`config.mk`:
```
export PLATFORM = sky130hd
export DESIGN_NAME = ins_queue
export DESIGN_NICKNAME = d
export VERILOG_FILES = /design/src/rtl/ins_queue.sv
export SDC_FILE = /design/constraint.sdc
export NUM_CORES = 1
export LEC_CHECK = 0
export BUFFER_PORTS_ARGS = -buffer_cell sky130_fd_sc_hd__buf_4
export CELL_PAD_IN_SITES_DETAIL_PLACEMENT = 1
export CELL_PAD_IN_SITES_GLOBAL_PLACEMENT = 2
export CORE_ASPECT_RATIO = 2
export CORE_MARGIN = 2
export CORE_UTILIZATION = 45
export CTS_BUF_LIST = sky130_fd_sc_hd__clkbuf_8
export DETAILED_ROUTE_END_ITERATION = 8
export GPL_ROUTABILITY_DRIVEN = 0
export GPL_TIMING_DRIVEN = 1
export MAX_ROUTING_LAYER = met4
export PLACE_DENSITY = 0.95
export SKIP_CTS_REPAIR_TIMING = 1
export SYNTH_ARGS = -nofsm -noshare
export SYNTH_HDL_FRONTEND = slang
export SYNTH_SLANG_ARGS = --single-unit
```
`constraint.sdc`:
```
create_clock -name clk -period 4.22 [get_ports clk]
set_clock_uncertainty 0.05 [all_clocks]
set_input_delay 0 -clock clk [delete_from_list [all_inputs] [get_ports clk]]
set_output_delay 0 -clock clk [all_outputs]
set_load 0.05 [all_outputs]
```
`src/rtl/ins_queue.sv`:
```
// ins_queue: instruction prefetch FIFO with an integrated instruction register.
//
// Fetched words are held in a DEPTH-entry circular buffer. When the
// controller strobes loadIR, the head word is popped and split into an opcode
// field (upper OP_W bits) and an immediate/register field (remaining low
// bits). These fields are held for decode.
//
// Parameters
//   INS_W  instruction word width (must exceed OP_W)
//   OP_W   opcode width, taken from word bits [INS_W-1:INS_W-OP_W]
//   DEPTH  FIFO entries, power of two, >= 2
//
// Ports
//   clk        rising-edge clock
//   rst_n      asynchronous active-low reset
//   ins_in     instruction word from fetch
//   ins_valid  ins_in is valid this cycle
//   ins_ready  queue can accept a word (== !full)
//   loadIR     pop the head word into the instruction register
//   flush      drop all queued words and clear the register
//   opcode     registered opcode field
//   imed_reg   registered immediate/register field
//   ir_valid   opcode/imed_reg hold a live instruction
//   load_err   one-cycle pulse: loadIR arrived while the queue was empty
//   count      queued words, not counting the register
//   empty      count == 0
//   full       count == DEPTH
//
// Handshake: a word transfers on a rising edge where ins_valid && ins_ready
// (and flush is low). ins_valid may be raised independent of ins_ready, and
// ins_ready depends only on registered state, never on ins_valid.

module ins_queue #(
  parameter int INS_W = 8,
  parameter int OP_W  = 4,
  parameter int DEPTH = 4
) (
  input  logic                         clk,
  input  logic                         rst_n,
  input  logic [INS_W-1:0]             ins_in,
  input  logic                         ins_valid,
  output logic                         ins_ready,
  input  logic                         loadIR,
  input  logic                         flush,
  output logic [OP_W-1:0]              opcode,
  output logic [INS_W-OP_W-1:0]        imed_reg,
  output logic                         ir_valid,
  output logic                         load_err,
  output logic [$clog2(DEPTH+1)-1:0]   count,
  output logic                         empty,
  output logic                         full
);

  localparam int PTR_W = $clog2(DEPTH);
  localparam int CNT_W = $clog2(DEPTH+1);
  localparam int IMM_W = INS_W - OP_W;

  logic [INS_W-1:0] mem_q [DEPTH];

  logic [PTR_W-1:0] wr_ptr_q, wr_ptr_d;
  logic [PTR_W-1:0] rd_ptr_q, rd_ptr_d;
  logic [CNT_W-1:0] count_q, count_d;
  logic [OP_W-1:0]  opcode_q, opcode_d;
  logic [IMM_W-1:0] imed_q, imed_d;
  logic             ir_valid_q, ir_valid_d;
  logic             load_err_q, load_err_d;

  logic             empty_w, full_w;
  logic             push, pop;
  logic [INS_W-1:0] head;

  assign empty_w = (count_q == '0);
  assign full_w  = (count_q == CNT_W'(DEPTH));
  assign head    = mem_q[rd_ptr_q];

  // Flush wins over both transfer directions. A load into an empty queue is
  // never a pop, even when a word is being pushed the same cycle (no bypass).
  assign push = ins_valid && !full_w && !flush;
  assign pop  = loadIR && !empty_w && !flush;

  always_comb begin
    wr_ptr_d   = wr_ptr_q;
    rd_ptr_d   = rd_ptr_q;
    count_d    = count_q;
    opcode_d   = opcode_q;
    imed_d     = imed_q;
    ir_valid_d = ir_valid_q;
    load_err_d = 1'b0;

    if (flush) begin
      wr_ptr_d   = '0;
      rd_ptr_d   = '0;
      count_d    = '0;
      opcode_d   = '0;
      imed_d     = '0;
      ir_valid_d = 1'b0;
    end else begin
      if (push) begin
        wr_ptr_d = wr_ptr_q + PTR_W'(1);
      end
      if (pop) begin
        rd_ptr_d   = rd_ptr_q + PTR_W'(1);
        opcode_d   = head[INS_W-1:IMM_W];
        imed_d     = head[IMM_W-1:0];
        ir_valid_d = 1'b1;
      end else if (loadIR) begin
        // Empty-queue load: fields keep their old values but are no longer live.
        ir_valid_d = 1'b0;
        load_err_d = 1'b1;
      end
      case ({push, pop})
        2'b10:   count_d = count_q + CNT_W'(1);
        2'b01:   count_d = count_q - CNT_W'(1);
        default: count_d = count_q;
      endcase
    end
  end

  always_ff @(posedge clk or negedge rst_n) begin
    if (!rst_n) begin
      wr_ptr_q   <= '0;
      rd_ptr_q   <= '0;
      count_q    <= '0;
      opcode_q   <= '0;
      imed_q     <= '0;
      ir_valid_q <= 1'b0;
      load_err_q <= 1'b0;
    end else begin
      wr_ptr_q   <= wr_ptr_d;
      rd_ptr_q   <= rd_ptr_d;
      count_q    <= count_d;
      opcode_q   <= opcode_d;
      imed_q     <= imed_d;
      ir_valid_q <= ir_valid_d;
      load_err_q <= load_err_d;
    end
  end

  // Buffer storage carries no reset; only pointers and count define content.
  always_ff @(posedge clk) begin
    if (push) begin
      mem_q[wr_ptr_q] <= ins_in;
    end
  end

  assign ins_ready = !full_w;
  assign opcode    = opcode_q;
  assign imed_reg  = imed_q;
  assign ir_valid  = ir_valid_q;
  assign load_err  = load_err_q;
  assign count     = count_q;
  assign empty     = empty_w;
  assign full      = full_w;

endmodule

```
==> summary.md, run 1 <==
| Metric | Value |
|---|---|
| Vias in the first global route | 1,373 |
| Clk sinks | 49 |
| Nets | 208 |
| Top-count cell post-synth | edfxtp_1 |
| GRT Total Usage | 0.184 |
| Initial antenna violation count | 0 |
| WP data required | 4400 ps |
| FF+latch count, synth | 49 |
| Worst-path clk slew | 100 ps |
| CORE AREA | 4640 um2 |
| Antenna Nets Post-Route | 0 |
| Post-route worst setup slack | 1490 ps |
| Fin. Hold Viols | 0 |
| WL/cell | 17.1 um |
| HPWL Detailed | 3100 um |
| Hold Crit Depth | 2 |
| DRT Pass-1 Iters | 4 |
| Final core utilization | 0.563 |
| Total Neg Setup Slack | 0 ps |
| Area leader, netlist | edfxtp_1 |
| Multi-input logic area | 676 um2 |
| Peak supply drop | 0.299 mV |
| Worst slew pin tran | 846 ps |
| Port bufs | 28 |
| Initial core utilization | 0.467 |
| Outcome | complete, no violations |
| Syn_area_per_cell | 14.4 um2 |
| Share of layout cells above drive strength 1 | 0.293 |
| Fmax achieved | 366 MHz |
| Starting DRT DRC Count | 9 |
| Seq/Total Area, Yosys | 0.639 |
| DR vias | 1,349 |
| Power Density | 398 nW/um2 |
| Reg2reg end | count[2]$_DFFE_PN0P_ |
| Most common flop cell mapped by yosys | edfxtp_1 |
| Synthesized Nets | 169 |
| Layout area overhead | 20.4% |
| Clock Latency Late Sink | 300 ps |
| Synth top area share | 0.443 |
| Hold_sp | loadIR |
| RSZ-0062 raised after global routing | false |
| Cells after Synth | 151 |
| Yosys cell types | 40 |
| Largest net degree at the start of global routing | 24 |
| CP Capture Type | register |
| # setup viols final | 0 |
| Overflow after GRT | 0 |
| CP Max Fanout | 13 |
| Root Driver | clkbuf_8 |
| H-Tree Depth | 2 |
| Max reg flops | 32 |
| Post-synth top cells | 32 x edfxtp_1, 18 x nand2_1, 17 x dfrtp_1, 11 x a21oi_1, 8 x mux4_2 |
| TritonCTS Buffers | 5 |
| Max-capacitance violation count | 0 |
| Synth top area cells | edfxtp_1 44%, dfrtp_1 20%, mux4_2 8.3%, nand2_1 3.1%, a21oi_1 2.5% |
| Slew Limit Headroom | 0.433 |
| Via/cell ratio | 5.48 |
| Die area | 5430 um2 |
| Critical path type | register to register |
| Number of flops mapped to enable cells by yosys | 32 |
| Drt drc | 0 |
| Yosys synthesis warning count | 0 |
| CTS tree | yes |
| Antenna cells | 0 |
| Tmin final | 2730 ps |
| Reg2Reg Setup Slack | 1490 ps |
| Worst Path Arrival | 2910 ps |
| Fillers | 480 |
| CP Launch Type | register |
| Reg2Reg Depth | 5 |
| Post-Place Worst Slack | 1460 ps |
| Synth async-reset ratio | 0.347 |
| First-pass GRT wire length | 6870 um |
| FF+latch area | 1390 um2 |
| Pleak | 0.000985 uW |
| Reg-to-Reg Start | count[0]$_DFFE_PN0P_ |
| Routed wire length | 4210 um |
| Worst min path class | primary input to register |
| Die height | 102 um |
| Ports | 29 |
| Rows | 35 |
| Pins over their slew limit | 0 |
| Worst Hold Path EP | load_err$_DFF_PN0_ |
| Fin crit share | 0.647 |
| Synth Cell Area | 2170 um2 |
| Die width | 53.1 um |
| Max Root-Sink Buffers | 2 |
==> per-stage QoR <==
| step | total power, uW | hold WS (ps) | cell area [um2] | cells |
|---|---|---|---|---|
| 3_5_place_dp | 752 | -171 | 2390 | 226 |
| 5_1_grt | 1080 | 16.3 | 2610 | 246 |
| 4_1_cts | 1050 | -513 | 2490 | 234 |
| 2_1_floorplan | 699 | -346 | 2170 | 151 |
| 6_report | 1040 | 8.89 | 2610 | 246 |
| 3_3_place_gp | 742 | -174 | 2390 | 226 |
==> power breakdown <==
part / switching, uW / total (uW) / internal (uW)
Sequential: 26.4 / 560 / 534
Combinational: 112 / 187 / 75.6
Clock: 167 / 292 / 125
Total: 305 / 1040 / 735
==> cell families after synthesis <==
group / after synthesis / synth area share
adders and majority gates: 5 / 0.0323
AOI/OAI and AO/OA: 27 / 0.0854
DFF: 49 / 0.639
xor gates and xnor gates: 2 / 0.00808
muxes: 8 / 0.0830
buffers and inverters: 17 / 0.0496
and+or+nand+nor: 43 / 0.103
==> how the worst max path moves through the flow <==
stage                          from  slack (ps)  depth (start not counted)                    to
3_3_place_gp   count[0]$_DFFE_PN0P_        1630                          5  count[2]$_DFFE_PN0P_
2_1_floorplan  count[2]$_DFFE_PN0P_        1730                          7  count[2]$_DFFE_PN0P_
3_5_place_dp   count[0]$_DFFE_PN0P_        1460                          5  count[2]$_DFFE_PN0P_
5_1_grt        count[0]$_DFFE_PN0P_        1280                          5  count[2]$_DFFE_PN0P_
6_report       count[0]$_DFFE_PN0P_        1490                          5  count[2]$_DFFE_PN0P_
4_1_cts        count[0]$_DFFE_PN0P_        1430                          5  count[2]$_DFFE_PN0P_
==> layout by cell type, fill, tap and decap left out, types with 3 or more instances in the layout <==
| master | Yosys | layout |
|---|---|---|
| buf_4 | 3 | 32 |
| edfxtp_1 | 32 | 32 |
| nand2_1 | 18 | 18 |
| dfrtp_1 | 17 | 17 |
| dlygate4sd3_1 | 0 | 12 |
| a21oi_1 | 11 | 11 |
| mux4_2 | 8 | 8 |
| nor3b_1 | 5 | 5 |
| clkbuf_8 | 0 | 5 |
| inv_1 | 4 | 4 |
| nand3_1 | 4 | 4 |
| ha_1 | 4 | 4 |
| nor2_1 | 3 | 3 |
| nand2b_1 | 3 | 3 |
==> final cells by class <==
| class | count | share of cell area |
|---|---|---|
| Tap cell | 55 | 0.0263 |
| Timing Repair Buffer | 44 | 0.138 |
| Sequential cell | 49 | 0.531 |
| Multi-Input combinational cell | 85 | 0.259 |
| Clock inverter | 3 | 0.0110 |
| Inverter | 5 | 0.00910 |
| Clock buffer | 5 | 0.0263 |
==> routing by layer <==
layer | share of wire | vias to the layer above | global-route usage
met4 | 0.020 | 0 | 0.0671
met5 | 0 | - | -
met3 | 0.030 | 7 | 0.0263
li1 | - | 631 | -
met2 | 0.58 | 35 | 0.327
met1 | 0.37 | 676 | 0.202
==> worst max-delay path, stage by stage (launching register included) <==
cell      delay [ps]
dfrtp_1          550
o31ai_2          780
a211oi_2         110
fa_1             440
or4_1            530
a31oi_1          190
Note: power is estimated with default switching activity, not from simulation.
==> run 2, diff against run 1 <==
- CORE_UTILIZATION: 45 -> 37
- PLACE_DENSITY: 0.95 -> 0.87
- clock period: 4.22 -> 2.3 ns (I/O delays scaled with it)
==> run 2 against run 1 <==
The flow now finishes with violations (hold timing); maximum frequency rose by 27%; flip-flop and latch count did not move; worst setup slack got worse by 1300 ps; final area rose by 0.86%; first-iteration DRC count rose to 4.7 times the previous value; largest power group unchanged.
==> summary.md, run 2 (synthesis gave the netlist of run 1 again) <==
| Metric | Value |
|---|---|
| Ports | 29 |
| TritonCTS Buffers | 5 |
| Outcome | finished, violations left |
| Starting DRT DRC Count | 42 |
| Vias in the first global route | 1,460 |
| Max Root-Sink Buffers | 2 |
| Max-capacitance violation count | 0 |
| Worst min path class | primary input to register |
| Worst slew pin tran | 599 ps |
| RSZ-0062 raised after global routing | false |
| Drt drc | 0 |
| Share of layout cells above drive strength 1 | 0.326 |
| Largest net degree at the start of global routing | 24 |
| Nets | 207 |
| GRT Total Usage | 0.152 |
| First-pass GRT wire length | 7290 um |
| Initial core utilization | 0.380 |
| Worst Path Arrival | 2270 ps |
| H-Tree Depth | 2 |
| Final hold slack | -5.84 ps |
| CTS tree | yes |
| Fin. Hold Viols | 1 |
| Overflow after GRT | 0 |
| Fin crit share | 0.934 |
| Initial antenna violation count | 0 |
| Root Driver | clkbuf_8 |
| Total Neg Setup Slack | 0 ps |
| Critical path type | register to register |
| Tmin final | 2150 ps |
| CORE AREA | 5710 um2 |
| Pleak | 0.000981 uW |
| Via/cell ratio | 5.39 |
| HPWL Detailed | 3210 um |
| Peak supply drop | 0.494 mV |
| Die area | 6530 um2 |
| WL/cell | 17.4 um |
| Reg2Reg Setup Slack | 150 ps |
| CP Launch Type | register |
| Pins over their slew limit | 0 |
| Antenna Nets Post-Route | 0 |
| Die height | 112 um |
| # setup viols final | 0 |
| Most frequent cells in the layout | 34 x buf_4, 32 x edfxtp_1, 18 x nand2_1, 14 x dfrtp_1, 11 x a21oi_1 |
| Port bufs | 28 |
| CP Max Fanout | 13 |
| Layout area overhead | 21.5% |
| Fmax achieved | 465 MHz |
| Clock Latency Late Sink | 300 ps |
| Routed wire length | 4360 um |
| Power Density | 755 nW/um2 |
| Failing checks | hold timing |
| Slew Limit Headroom | 0.601 |
| DRT Pass-1 Iters | 3 |
| DR vias | 1,353 |
| Die width | 58.1 um |
| Antenna cells | 0 |
| Clk sinks | 49 |
| Rows | 39 |
| Commonest non-fill, non-tap cell in the layout | buf_4 |
| Worst-path clk slew | 90 ps |
| Max reg flops | 32 |
| CP Capture Type | register |
| WP data required | 2420 ps |
-- run 2: cell count changes in the layout (fill, tap and decap cells not counted), moves of 2 or more --
cell / before / now
buf_4: 32 / 34
dfrtp_2: 0 / 3
dlygate4sd3_1: 12 / 9
dfrtp_1: 17 / 14
-- run 2: final cells by class --
class                   instances  area, um2
fillers                       578       3070
multi-input cells              85        687
repair buffers                 43        345
clock buffers                   5       68.8
clock inverters                 3       43.8
well taps                      61       76.3
inverters                       5       23.8
flip-flops and latches         49       1390
-- run 2: worst paths after layout --
check,startpoint,end,cells past startpoint
setup / recovery,count[0]$_DFFE_PN0P_,count[1]$_DFFE_PN0P_,5
hold / removal,flush,wr_ptr_q[1]$_DFFE_PN0P_,2
setup reg to reg,count[0]$_DFFE_PN0P_,count[1]$_DFFE_PN0P_,5
hold reg to reg,imed_reg[1]$_DFFE_PN0P_,imed_reg[1]$_DFFE_PN0P_,2
max in group asynchronous,rst_n,count[2]$_DFFE_PN0P_,2
min in group asynchronous,rst_n,ir_valid$_DFFE_PN0P_,2
-- run 2: through the flow --
stage,utilization,cells,power [uW],area [um2],setup WS [ps]
floorplan,-,151,1290,2190,-2.31
global placement,0.426,234,1370,2430,282
detailed placement,0.426,234,1390,2430,180
CTS,0.446,242,2000,2540,157
global route,0.462,251,2080,2640,59.8
finish,0.462,251,1990,2640,151
-- run 2: worst max-delay path, cell delays in order, from the launching register on --
cell	delay [ps]
dfrtp_2	520
or3b_1	470
a211oi_2	290
fa_2	490
a31oi_1	140
nor4_1	70
-- run 2: metal layers --
metal | wire, um | vias up | GRT usage
li1 | - | 629 | -
met5 | 0 | - | -
met4 | 84 | 0 | 0.0605
met2 | 2450 | 28 | 0.265
met1 | 1690 | 688 | 0.167
met3 | 138 | 8 | 0.0253
-- run 2: power by group --
group	internal (uW)	switching, uW	total [uW]	leakage [uW]
sequential	981	52.5	1030	0.000517
clock	326	286	612	0.0000585
combinational	140	204	345	0.000405
==> run 3, diff against run 2 <==
- PLACE_DENSITY: 0.87 -> 0.74
==> run 3 against run 2 <==
The flow still finishes with violations (hold timing); clock power is 0.8% higher; highest routed layer unchanged; worst setup slack improved by 34 ps; first-iteration DRC count grew to 2.5 times the previous value; sequential share of layout area down 0.40 points; count of clock-buffer cells in the layout is the same; cell count up 0.80%; largest cell class unchanged; non-clock buffer count increased by 2; sequential power hardly changed; maximum frequency rose by 1.6%; via count decreased by 1.0%; global-route usage rose by 0.32 points; combinational power grew 1%.
==> summary.md, run 3 (synthesis gave the netlist of run 1 again) <==
| Metric | Value |
|---|---|
| First-pass GRT wire length | 7290 um |
| RSZ-0062 raised after global routing | false |
| Initial core utilization | 0.380 |
| Largest net degree at the start of global routing | 24 |
| CP Max Fanout | 13 |
| H-Tree Depth | 2 |
| Antenna cells | 0 |
| Power Density | 752 nW/um2 |
| Post-route worst setup slack | 185 ps |
| Antenna Nets Post-Route | 0 |
| Commonest non-fill, non-tap cell in the layout | buf_4 |
| Worst Path Arrival | 2250 ps |
| Rows | 39 |
| DRT Pass-1 Iters | 4 |
| Critical path type | register to register |
| Reg2Reg Setup Slack | 190 ps |
| Die width | 58.1 um |
| Fin. Hold Viols | 11 |
| # setup viols final | 0 |
| Ports | 29 |
| Fin crit share | 0.919 |
| Port bufs | 28 |
| CTS tree | yes |
| Critical Path Max Stage Delay | 520 ps |
| Critical Path, Cell by Cell | or3b_1, a211oi_2, fa_2, a31oi_1, nor4_1 |
| Final hold slack | -16.5 ps |
| Routed wire length | 4270 um |
| Max Root-Sink Buffers | 2 |
| Drt drc | 0 |
| Die height | 112 um |
| HPWL Detailed | 3090 um |
| Nets | 209 |
| Slew Limit Headroom | 0.617 |
| CP Launch Type | register |
| Vias in the first global route | 1,459 |
| Peak supply drop | 0.633 mV |
| Tmin final | 2110 ps |
| Initial antenna violation count | 0 |
| Worst-path clk slew | 90 ps |
| Failing checks | hold timing |
| Clock Latency Late Sink | 310 ps |
| Delay-heaviest family, CP | flip-flops |
| Worst path buffer plus inverter count | 0 |
| Die area | 6530 um2 |
| Post-Place Worst Slack | 192 ps |
| Worst min path class | primary input to register |
| Max reg flops | 32 |
| Most frequent cells in the layout | 34 x buf_4, 32 x edfxtp_1, 18 x nand2_1, 14 x dfrtp_1 |
| CORE AREA | 5710 um2 |
| Outcome | finished, violations left |
| Root Driver | clkbuf_8 |
| Pleak | 0.000989 uW |
| Share of layout cells above drive strength 1 | 0.323 |
| Worst-path cell with the longest stage delay | dfrtp_2 |
| CP Capture Type | register |
| DR vias | 1,339 |
| TritonCTS Buffers | 5 |
| Fillers | 574 |
| WP data required | 2440 ps |
| Fmax achieved | 473 MHz |
| Pins over their slew limit | 0 |
| Starting DRT DRC Count | 107 |
| WL/cell | 16.9 um |
| Via/cell ratio | 5.29 |
| Layout area overhead | 22.4% |
| Worst slew pin tran | 574 ps |
| Max-capacitance violation count | 0 |
| Clk sinks | 49 |
| Total Neg Setup Slack | 0 ps |
| GRT Total Usage | 0.155 |
| Overflow after GRT | 0 |
-- run 3: layer usage --
metal | GRT usage | wire [um] | vias to the layer above
met1 | 0.167 | 1620 | 671
li1 | - | - | 632
met2 | 0.267 | 2420 | 28
met3 | 0.0311 | 143 | 8
met4 | 0.0698 | 93 | 0
met5 | - | 0 | -
-- run 3: worst paths after layout --
| kind | start | endpoint | depth (start not counted) |
|---|---|---|---|
| max | count[0]$_DFFE_PN0P_ | count[1]$_DFFE_PN0P_ | 5 |
| max reg2reg | count[0]$_DFFE_PN0P_ | count[1]$_DFFE_PN0P_ | 5 |
| min in group asynchronous | rst_n | opcode[0]$_DFFE_PN0P_ | 2 |
| min reg2reg | opcode[3]$_DFFE_PN0P_ | opcode[3]$_DFFE_PN0P_ | 2 |
| max in group asynchronous | rst_n | count[1]$_DFFE_PN0P_ | 2 |
| min | flush | wr_ptr_q[1]$_DFFE_PN0P_ | 2 |
-- run 3: cell type report --
type                    instances  area [um2]  area share
flip-flops and latches         49        1390       0.524
well taps                      61        76.3      0.0287
clock inverters                 3        43.8      0.0165
inverters                       5        23.8     0.00895
clock buffers                   5        68.8      0.0259
multi-input cells              85         687       0.259
repair buffers                 45         365       0.138
-- run 3: report_power, final --
part           switching [uW]  internal [uW]  leakage (uW)  total, uW
Sequential               49.5            981      0.000517       1030
Combinational             206            143      0.000413        349
Clock                     291            326     0.0000585        617
-- run 3: stage by stage --
| step | utilization | instance area (um2) | power, uW | hold slack (ps) | instances |
|---|---|---|---|---|---|
| after floorplan | - | 2190 | 1290 | -346 | 151 |
| after global placement | 0.426 | 2430 | 1380 | -172 | 234 |
| after detailed placement | 0.426 | 2430 | 1390 | -161 | 234 |
| after CTS | 0.446 | 2540 | 2010 | -508 | 242 |
| after global routing | 0.465 | 2660 | 2080 | 5.99 | 253 |
| final | 0.465 | 2660 | 2000 | -16.5 | 253 |
